==> config.mk <==
export PLATFORM = sky130hd
export DESIGN_NAME = crc8_serial_flat
export DESIGN_NICKNAME = d
export VERILOG_FILES = /design/src/rtl/crc8_serial_if.sv /design/src/rtl/crc8_serial.sv /design/src/flat_wrapper.sv
export SDC_FILE = /design/constraint.sdc
export NUM_CORES = 1
export LEC_CHECK = 0
export CAP_MARGIN = 20
export CORE_AREA = 2 2 39 41
export CTS_BUF_LIST = sky130_fd_sc_hd__clkbuf_16
export CTS_CLUSTER_DIAMETER = 60
export DETAILED_ROUTE_END_ITERATION = 10
export DIE_AREA = 0 0 41 43
export HOLD_SLACK_MARGIN = 0.08
export PLACE_DENSITY_LB_ADDON = 0.3
export SLEW_MARGIN = 20
export SYNTH_ARGS = -nofsm -noshare
export SYNTH_HDL_FRONTEND = slang
export SYNTH_SLANG_ARGS = --single-unit
==> constraint.sdc <==
create_clock -name CLK -period 3.1 [get_ports CLK]
set_input_delay 0.31 -clock CLK [delete_from_list [all_inputs] [get_ports CLK]]
set_output_delay 0.31 -clock CLK [all_outputs]
set_load 0.02 [all_outputs]
==> src/rtl/crc8_serial_if.sv <==
// Serial message/CRC signal bundle for the bit-serial CRC-8 generator.
// The master drives message bits; the slave returns the serial CRC.
interface crc8_serial_if;
    logic DATA;
    logic ACTIVE;
    logic CRC;
    logic Valid;

    modport master (output DATA, output ACTIVE, input CRC, input Valid);
    modport slave  (input DATA, input ACTIVE, output CRC, output Valid);
endinterface

==> src/rtl/crc8_serial.sv <==
// Bit-serial CRC generator: absorbs one message bit per clock while ACTIVE is high,
// then shifts the LFSR contents out LSB-first with Valid high for WIDTH cycles.
module crc8_serial #(
    parameter int unsigned      WIDTH = 8,
    parameter logic [WIDTH-1:0] SEED  = 8'hD8,
    parameter logic [WIDTH-1:0] TAPS  = 8'b0100_0100
) (
    input  logic         CLK,
    input  logic         RST,
    crc8_serial_if.slave bus
);

    localparam int unsigned    CW       = $clog2(WIDTH + 1);
    localparam logic [CW-1:0]  CNT_DONE = CW'(WIDTH);

    logic [WIDTH-1:0] lfsr_q, lfsr_d;
    logic [CW-1:0]    cnt_q, cnt_d;
    logic             armed_q, armed_d;
    logic             crc_q, crc_d;
    logic             valid_q, valid_d;
    logic             fb;

    always_comb begin
        lfsr_d  = lfsr_q;
        cnt_d   = cnt_q;
        armed_d = armed_q;
        crc_d   = crc_q;
        valid_d = 1'b0;
        fb      = bus.DATA ^ lfsr_q[0];

        if (bus.ACTIVE) begin
            // Top bit takes only the feedback; lower bits get it where a tap is set.
            lfsr_d  = {fb, lfsr_q[WIDTH-1:1]} ^ ({WIDTH{fb}} & {1'b0, TAPS[WIDTH-2:0]});
            cnt_d   = '0;
            armed_d = 1'b1;
        end else if (armed_q && (cnt_q != CNT_DONE)) begin
            crc_d   = lfsr_q[0];
            lfsr_d  = {1'b0, lfsr_q[WIDTH-1:1]};
            valid_d = 1'b1;
            cnt_d   = cnt_q + 1'b1;
        end else if (cnt_q == CNT_DONE) begin
            armed_d = 1'b0;
        end
    end

    always_ff @(posedge CLK or negedge RST) begin
        if (!RST) begin
            lfsr_q  <= SEED;
            cnt_q   <= '0;
            armed_q <= 1'b0;
            crc_q   <= 1'b0;
            valid_q <= 1'b0;
        end else begin
            lfsr_q  <= lfsr_d;
            cnt_q   <= cnt_d;
            armed_q <= armed_d;
            crc_q   <= crc_d;
            valid_q <= valid_d;
        end
    end

    assign bus.CRC   = crc_q;
    assign bus.Valid = valid_q;

endmodule

==> src/flat_wrapper.sv <==
// flat-port wrapper written by rule: the top's interface ports become plain ports
module crc8_serial_flat 
#(
    parameter int unsigned      WIDTH = 8,
    parameter logic [WIDTH-1:0] SEED  = 8'hD8,
    parameter logic [WIDTH-1:0] TAPS  = 8'b0100_0100
)
  (CLK, RST, bus_DATA, bus_ACTIVE, bus_CRC, bus_Valid);
  crc8_serial_if bus_i ();
  input  logic CLK;
  input  logic RST;
  input wire logic [$bits(bus_i.DATA)-1:0] bus_DATA;
  input wire logic [$bits(bus_i.ACTIVE)-1:0] bus_ACTIVE;
  output wire logic [$bits(bus_i.CRC)-1:0] bus_CRC;
  output wire logic [$bits(bus_i.Valid)-1:0] bus_Valid;
  assign bus_i.DATA = bus_DATA;
  assign bus_i.ACTIVE = bus_ACTIVE;
  assign bus_CRC = bus_i.CRC;
  assign bus_Valid = bus_i.Valid;
  crc8_serial #(.WIDTH(WIDTH), .SEED(SEED), .TAPS(TAPS)) u_core (.CLK(CLK), .RST(RST), .bus(bus_i));
endmodule
==> results list <==
- Post-cts resize count: 0
* Worst-case reg-to-reg path depth: 6
* Count of H-tree levels built during CTS: 1
* Critical Path Start Type: input pin
* Final period utilization: 52.6%
- WP data arrival: 1790 ps
- Worst hold slack: 460 ps
- In this run, synthesis inferred 0 flip-flops with an integrated enable.
* Setup repair after global routing missed its margin: no
* Number of antenna diodes: 0
- Layout Area Growth over Synthesis: 19.3%
- The die covers roughly 0.0018 mm².
- Power density over the cells: 811 mW/mm²
* Post-synthesis instance total: 58
- Clock network latency to the later pin of the worst-skew pair: 250 ps
- Measured against its own limit, the worst slew margin works out to 57.4%.
- For the pin with the worst max-slew slack, the measured transition is 638 ps.
- Wire per inst: 15.0 µm
- The mapped netlist covers 712 µm².
* Max-slew violations: 0
- The number of antenna violations at the first check in global routing was 0.
- Number of DRC markers in iteration 0: 9
- The initial utilization of the core area, before any placement, comes to slightly above 50%.
* Critical Path Source: bus_ACTIVE
* Post-CTS setup repair buffer count: 0
- The path class of the tightest hold or removal check is in2async.
- In this run the static leakage power is around 0.38 nW.
- Ranking of synthesized cells by instance count: dfrtp_1 (11), inv_1 (5), dfstp_2 (4), mux2_2 (4), o21ai_0 (4)
* Post-synthesis sequential area ratio: a little over half
- Yosys mapped the design onto 26 distinct sky130hd cell types.
* Number of buffers added to fix hold violations after cts: 0
- Mean cell area of the mapped netlist: between 10 and 15 µm²
- All-layer global routing usage: 18.9%
- Total count of hold-check failures in the final report: 0
- Max-cap violations in this run came to 0.
- Number of buffer and inverter stages on the critical path: 2
* Worst Skew: 3.63 ps
- Detailed-route vias per instance: 5.80
* Most congested layer reported by global routing: met1
- Placeable core region: 0.00138 mm²
* Final Setup Violations: 0
* I/O pin total: 6
- Floorplan die height: 43 µm
- Non-Filler Instances: between 80 and 90
- The slowest stage of the critical path is the clkdlybuf4s50_1 cell.
- STA puts the critical path data required time at 3260 ps.
* Count of standard-cell rows: 14
- Vias after detailed routing: 470
- The final layout contains 72 nets.
- Clock root buffer: clkbuf_16
- In the global route stage, met1 resource usage came out at between 30% and 40%.
* Top-count cell post-synth: dfrtp_1
* Number of buffers created by CTS: 3
* Largest fanout of any net on the critical path: 9
- The number of global-route vias before repair was 480.
- The post-route netlist has 29.2% of its cells at a drive strength greater than 1.
- In this run the critical register-to-register path is launched from u_core.cnt_q[0]$_DFFE_PN0P_.
- Final weighted congestion of routability-driven global placement: 0.794
* Result of the run: finished clean
- The worst path in the final design needs a cycle of ~1600 ps, including I/O delays and setup.
- After synthesis, the share of flip-flops with an asynchronous set or reset is 100%.
- Post-synthesis sequential element count: 15
- Adding up every negative setup slack in the final design gives 0 ps.
* Leading cell types by total area after synthesis: dfrtp_1 (39%), dfstp_2 (15%), mux2_2 (6.3%)
* Finished Core Util: 61.4%
- Number of port buffers: 5
- Number of filler cells placed in the layout: 105
- Once placement completed, the tool counted placed cells totaling 77.
- For this run, the top clock speed supported by timing is 0.613 GHz.
* Area fraction of the dominant cell type after synthesis: between 30% and 40%
- dfrtp_1 takes more of the synthesized area than any other cell.
- Crit. path cell count: 4
- Detailed placement ended at an HPWL of 806 µm.
- The first global-routing pass estimated 2190 µm of wire.
* CTS clock-pin slew for the worst setup and hold paths: 50 ps
- For this block, the routed nets add up to approximately 1200 µm of wire.
- TritonCTS built the clock tree.
* Start-to-end type of the worst setup path: in2reg
- First-pass iteration count of the detailed router: 4
* Leftover overflow at the end of global routing: 0
- The number of nets in the synthesized netlist is 64.
- The die is approximately 41 µm wide.
- STA classifies the critical path endpoint as a register.
- In the synthesized netlist the dominant register cell turns out to be dfrtp_1.
- For this run, global-route usage on met3 was measured as 3.14%.
* Maximum count of clock buffers along a single path: 2
* DRC Markers: 0
* Number of warnings printed during yosys synthesis: 0
* Crit-path cells: clkdlybuf4s50_1 > inv_1 > or3_1 > a31oi_1
* Maximum number of pins on one net before global-route repair: 16
* Antenna Violating Nets Remaining: 0
- Clock sink count: 15
* Global-route met2 utilization: ~22%
- VDD sags by at most 0.531 mV.
- The largest single stage delay on the critical path is roughly 710 ps.
* Critical path's top delay family: buffers and inverters
[layout make-up]
class	count	area, µm²	area share, %
repair buffers	5	50.0	5.89
multi-input cells	35	294	34.6
well taps	16	20.0	2.36
inverters	6	25.0	2.95
clock buffers	3	75.1	8.84
flip-flops and latches	15	380	44.8
clock inverters	1	5.00	0.589
[logic make-up after synthesis]
| kind of cell | after synthesis | synth area share, % |
|---|---|---|
| flip-flops | 15 | 53.4 |
| XOR/XNOR | 2 | 2.46 |
| AO/OA/AOI/OAI | 13 | 12.7 |
| buffers and inverters | 8 | 5.27 |
| AND/OR/NAND/NOR | 12 | 12.1 |
| adder cells (fa/ha/maj) | 2 | 3.51 |
| multiplexers | 6 | 10.5 |
[per-stage QoR]
step                      worst slack, ps  total power, mW  cell area [µm²]
final                                1470            0.689              850
after detailed placement             1260            0.441              769
after global placement               1320            0.434              769
after CTS                            1470            0.693              850
after global routing                 1380            0.720              850
after floorplan                      1620            0.395              712
[worst paths after layout]
path / end / slack (ps)
setup reg to reg: u_core.lfsr_q[0]$_DFFE_PN0P_ / 1470
hold reg to reg: u_core.lfsr_q[7]$_DFFE_PN1P_ / 490
max in group asynchronous: u_core.lfsr_q[5]$_DFFE_PN0P_ / 2230
min in group CLK: u_core.lfsr_q[7]$_DFFE_PN1P_ / 490
setup / recovery: u_core.lfsr_q[2]$_DFFE_PN0P_ / 1470
hold / removal: u_core.cnt_q[3]$_DFFE_PN0P_ / 460
[worst register-to-register path: stages (launching register included)]
cell and delay [ps]:
dfrtp_1 410, inv_1 90, ha_1 220, nand3b_4 140, a21oi_4 280, inv_4 80
mux2_4 300
[routing by layer]
layer / part of all wire [%] / vias up / wire length [µm]
li1: - / 219 / -
met1: 46 / 230 / 557
met2: 46 / 15 / 555
met3: 4.7 / 6 / 57
met4: 3.6 / 0 / 44
met5: 0 / - / 0
[registers in the layout (all words and copies together) (netlist names)]
register / count
u_core.armed_q: 1
u_core.bus.CRC: 1
u_core.bus.Valid: 1
u_core.cnt_q: 4
u_core.lfsr_q: 8
[power by group]
part | switching [mW] | total [mW] | internal, mW
logic | 0.0537 | 0.128 | 0.0741
registers | 0.0392 | 0.311 | 0.272
clock network | 0.0775 | 0.250 | 0.172
total | 0.170 | 0.689 | 0.518
[cell usage in the layout (no fill, tap or decap), types with 3 or more instances in the layout]
master,instances
clkbuf_16,3
clkdlybuf4s50_1,5
dfrtp_1,11
dfstp_2,4
inv_1,5
mux2_2,4
o21ai_0,4
Power figures use the tool's default switching activity.
